**config.mk**
```make
export PLATFORM = sky130hd
export DESIGN_NAME = ex_mem_stage
export DESIGN_NICKNAME = d
export VERILOG_FILES = /design/src/rtl/ex_mem_stage.sv
export SDC_FILE = /design/constraint.sdc
export NUM_CORES = 1
export LEC_CHECK = 0
export CAP_MARGIN = 20
export CORE_MARGIN = 3
export CORE_UTILIZATION = 45
export DETAILED_ROUTE_END_ITERATION = 8
export PLACE_DENSITY = 0.86
export SLEW_MARGIN = 20
export SYNTH_ARGS = -nofsm -noshare
export SYNTH_HDL_FRONTEND = slang
export SYNTH_SLANG_ARGS = --single-unit
```
**constraint.sdc**
```tcl
create_clock -name clk -period 9.8 [get_ports clk]
set_input_delay 1.96 -clock clk [delete_from_list [all_inputs] [get_ports clk]]
set_output_delay 1.96 -clock clk [all_outputs]
set_load 0.02 [all_outputs]
```
**src/rtl/ex_mem_stage.sv**
```systemverilog
// EX/MEM pipeline register with branch resolution, PC redirect and flush.
// Build option: define EX_MEM_SKID_EN for a two-entry skid buffer with registered in_ready.
module ex_mem_stage (
    input  logic        clk,
    input  logic        rst,
    input  logic        in_valid,
    output logic        in_ready,
    input  logic [31:0] alu_r,
    input  logic [3:0]  alu_flags,
    input  logic [31:0] rs2_data,
    input  logic [4:0]  rd_addr,
    input  logic [4:0]  ctrl,
    input  logic [2:0]  funct3,
    input  logic [31:0] br_target,
    input  logic        flush,
    output logic        out_valid,
    input  logic        out_ready,
    output logic [31:0] out_r,
    output logic [31:0] out_rs2,
    output logic [4:0]  out_rd,
    output logic [2:0]  out_ctrl,
    output logic        redirect,
    output logic [31:0] redirect_pc
);

    localparam int unsigned DATA_W = 32;
    localparam int unsigned REG_W  = 5;
    localparam int unsigned CTRL_W = 3;

    typedef struct packed {
        logic [DATA_W-1:0] r;
        logic [DATA_W-1:0] rs2;
        logic [REG_W-1:0]  rd;
        logic [CTRL_W-1:0] ctrl;
    } entry_t;

    entry_t            in_entry_c;
    entry_t            main_q, main_d;
    logic              main_valid_q, main_valid_d;
    logic              redirect_q, redirect_d;
    logic [DATA_W-1:0] redirect_pc_q, redirect_pc_d;
    logic              cond_true_c;
    logic              taken_c;
    logic              accept_c;
    logic              drain_c;

    // Flags arrive as {cf, zf, vf, sf}; branch/jump bits stop here.
    assign in_entry_c = '{r: alu_r, rs2: rs2_data, rd: rd_addr, ctrl: ctrl[4:2]};

    always_comb begin
        cond_true_c = 1'b0;
        case (funct3)
            3'b000:  cond_true_c = alu_flags[2];
            3'b001:  cond_true_c = ~alu_flags[2];
            3'b100:  cond_true_c = alu_flags[0] ^ alu_flags[1];
            3'b101:  cond_true_c = ~(alu_flags[0] ^ alu_flags[1]);
            3'b110:  cond_true_c = ~alu_flags[3];
            3'b111:  cond_true_c = alu_flags[3];
            default: cond_true_c = 1'b0;
        endcase
    end

    assign taken_c  = ctrl[0] | (ctrl[1] & cond_true_c);
    assign accept_c = in_valid & in_ready;
    assign drain_c  = main_valid_q & out_ready;

`ifdef EX_MEM_SKID_EN
    entry_t skid_q, skid_d;
    logic   skid_valid_q, skid_valid_d;

    assign in_ready = ~skid_valid_q;

    // Skid refills main first so ordering stays FIFO.
    always_comb begin
        main_d       = main_q;
        main_valid_d = main_valid_q;
        skid_d       = skid_q;
        skid_valid_d = skid_valid_q;
        if (flush) begin
            main_valid_d = 1'b0;
            skid_valid_d = 1'b0;
        end else if (!main_valid_q || drain_c) begin
            if (skid_valid_q) begin
                main_d       = skid_q;
                main_valid_d = 1'b1;
                skid_valid_d = accept_c;
                if (accept_c) begin
                    skid_d = in_entry_c;
                end
            end else begin
                main_valid_d = accept_c;
                if (accept_c) begin
                    main_d = in_entry_c;
                end
            end
        end else if (accept_c) begin
            skid_d       = in_entry_c;
            skid_valid_d = 1'b1;
        end
    end

    always_ff @(posedge clk or posedge rst) begin
        if (rst) begin
            skid_q       <= '0;
            skid_valid_q <= 1'b0;
        end else begin
            skid_q       <= skid_d;
            skid_valid_q <= skid_valid_d;
        end
    end
`else
    assign in_ready = ~main_valid_q | out_ready;

    always_comb begin
        main_d       = main_q;
        main_valid_d = main_valid_q;
        if (flush) begin
            main_valid_d = 1'b0;
        end else if (!main_valid_q || drain_c) begin
            main_valid_d = accept_c;
            if (accept_c) begin
                main_d = in_entry_c;
            end
        end
    end
`endif

    // One-cycle redirect pulse; a flush kills the same-cycle taken input.
    always_comb begin
        redirect_d    = accept_c & taken_c & ~flush;
        redirect_pc_d = redirect_pc_q;
        if (redirect_d) begin
            redirect_pc_d = br_target;
        end
    end

    always_ff @(posedge clk or posedge rst) begin
        if (rst) begin
            main_q        <= '0;
            main_valid_q  <= 1'b0;
            redirect_q    <= 1'b0;
            redirect_pc_q <= '0;
        end else begin
            main_q        <= main_d;
            main_valid_q  <= main_valid_d;
            redirect_q    <= redirect_d;
            redirect_pc_q <= redirect_pc_d;
        end
    end

    assign out_valid   = main_valid_q;
    assign out_r       = main_q.r;
    assign out_rs2     = main_q.rs2;
    assign out_rd      = main_q.rd;
    assign out_ctrl    = main_q.ctrl;
    assign redirect    = redirect_q;
    assign redirect_pc = redirect_pc_q;

endmodule

```
==> results.txt <==
max-slew violation count = 0
die area = 0.0133 sq mm
Final period util = 56.7%
final setup fails = 0
overall global routing resource usage = 25.4%
Hold Vio Cnt, Final = 0
Final Critical Period = 5.56 ns
most used cell along the critical path = clkdlybuf4s50_1
IO Count = 225
ANT nets after route = 0
Reg clk slew, reported paths = 0.07 ns
DR pass1 iterations = 6
CP delay by family, top = buffers and inverters
outcome = finished clean
Worst Skew = 0.0118 ns
Root Buffer = clkbuf_16
mapped cell area = 0.00539 sq mm
share of layout cells above drive strength 1 = 7.63%
per-cell routed wire length = 17.9 microns
1st-iter DRT viols = 429
Core Region = 0.0116 sq mm
register area share after synthesis = 49.2%
CTS tree = done
worst min-delay path category = reg2reg
Num Clock Sinks = 106
initial core utilization = 46.6%
hpwl dp = 12.0 mm
CP endpoint kind = output port
critical path fanouts, max = 35
CP Launch Type = input pin
critical path, cell by cell = clkdlybuf4s50_1 > nor2b_2 > buf_4 > inv_1 > clkdlybuf4s50_1
cts hold-fix bufs = 0
Post-CTS Setup Bufs = 0
final hold slack = 0.476 ns
row count = 39
worst skew pair latency = 0.34 ns
GPL Wtd Cong = 0.873
Setup CP Type = in2out
vias = 5398
chip height = 115 microns
vias in the first global route = 5339
critical path's slowest cell = clkdlybuf4s50_1
leak pwr = 3.33 nW
post-route setup TNS = 0 ns
Peak VDD IR = 0.0831 mV
Max-Cap Viols = 0
largest net degree at the start of global routing = 78
fmax = 0.180 GHz
CP required = 7.84 ns
nets@finish = 926
die width = 115 microns
distinct cell type count after synthesis = 21
Worst EP arrival = 3.60 ns
layout overhead on the synthesized area = 47.4%
Max stage delay on crit path = 0.57 ns
initial antenna violation count = 1
CTS Buffer Depth = 2
Mean Syn Cell Area = 8.73 sq um
syn nets = 736
CTS resizes = 0
first-pass GRT wire length = 27.0 mm
Post-Layout Cell Count = 957
synthesized instance count = 618
GR Overflow Total = 0
worst slew pin tran = 0.960 ns
RSZ-0062 raised after global routing = false
Remaining DRCs = 0
CTS buffer count = 9
warnings from Yosys = 0
#FFs+latches synth = 106
htree depth = 3
WP buf/inv = 4
WL final = 17.1 mm
vias per cell = 5.64
placed cell count = 940
PortBufs = 224
Worst slew margin = 35.9%
power per cell area = 179 mW/mm^2
==> through the flow <==
stage / total power [mW] / setup slack (ns) / instance area [sq um] / util (%)
global placement: 1.05 / 4.25 / 7630 / 66.0
CTS: 1.43 / 4.26 / 7950 / 68.7
global route: 1.49 / 4.17 / 7950 / 68.8
detailed placement: 1.07 / 4.27 / 7650 / 66.2
finish: 1.42 / 4.24 / 7950 / 68.8
floorplan: 0.822 / 5.05 / 5390 / -
==> cell usage after synthesis <==
master     count  area (sq um)
inv_1          3          11.3
buf_1          6          22.5
nor3b_2        1          12.5
buf_6          5          56.3
o311ai_1      32           280
buf_2         17          85.1
buf_8          1          15.0
nand2b_1       3          18.8
nor2_2         1          6.26
o21a_1         1          7.51
a221oi_2      33           495
dfrtp_1      106          2650
clkbuf_1      25          93.8
o2bb2ai_1      1          8.76
xor3_1         1          23.8
nor2_1         2          7.51
nor2b_1       33           206
nor3b_1        1          7.51
nor3_1        33           165
o21ai_0       33           165
nand2_1      280          1050
==> sequential cells by signal, indices dropped and copies added, names as in the netlist <==
signal,flops
out_rd,5
redirect,1
out_valid,1
out_ctrl,3
out_rs2,32
redirect_pc,32
out_r,32
==> power by group <==
group	switching [mW]	internal (mW)	leakage (nW)	total, mW
sequential	0.0525	0.509	1.25	0.562
combinational	0.255	0.247	1.94	0.501
clock	0.161	0.200	0.136	0.361
total	0.468	0.956	3.33	1.42
==> per-layer routing <==
metal  track usage, %  routed length, microns
met5                0                       0
met4             9.86                     576
met3             5.74                    1480
met2             42.3                    8320
met1             32.3                    6770
==> cell families (layout without fill, tap and decap cells) <==
group	after synthesis	in the layout	synth area share (%)
xor+xnor	1	1	0.441
compound gates	100	100	17.7
buf+inv	57	252	5.27
other cells	0	1	0
flops	106	106	49.2
simple gates	354	354	27.4
==> layout by cell type, fill, tap and decap left out, drive strengths merged <==
cell type	count
a221oi	33
o21a	1
buf	10
inv	4
nor2	3
xor3	1
nand2	280
clkbuf	11
clkinvlp	2
dfrtp	106
o311ai	32
diode	1
clkdlybuf4s50	223
nand2b	3
clkinv	1
nor3b	2
o21ai	33
nor3	33
o2bb2ai	1
nor2b	33
bufinv	1
==> tightest hold or removal path: stages, from the launching register on <==
cell and delay (ns):
dfrtp_1 0.34, nand2_1 0.05, nand2_1 0.06
==> layout make-up <==
cell class | instances | area (sq um)
fillers | 869 | 3610
flip-flops and latches | 106 | 2650
multi-input cells | 455 | 2490
repair buffers | 233 | 2320
clock buffers | 11 | 233
well taps | 143 | 179
clock inverters | 5 | 62.6
inverters | 3 | 13.8
diodes | 1 | 2.50
==> final timing paths <==
path	from	endpoint	slack (ns)	cells past startpoint
setup / recovery	out_ready	in_ready	4.24	5
hold / removal	out_rs2[0]$_DFFE_PP0P_	out_rs2[0]$_DFFE_PP0P_	0.48	2
min in group asynchronous	rst	out_rs2[1]$_DFFE_PP0P_	2.01	2
max in group asynchronous	rst	out_ctrl[0]$_DFFE_PP0P_	6.56	3
setup reg to reg	out_valid$_DFFE_PP0P_	redirect_pc[11]$_DFFE_PP0P_	7.12	7
hold reg to reg	out_rs2[0]$_DFFE_PP0P_	out_rs2[0]$_DFFE_PP0P_	0.48	2
Power figures use the tool's default switching activity.
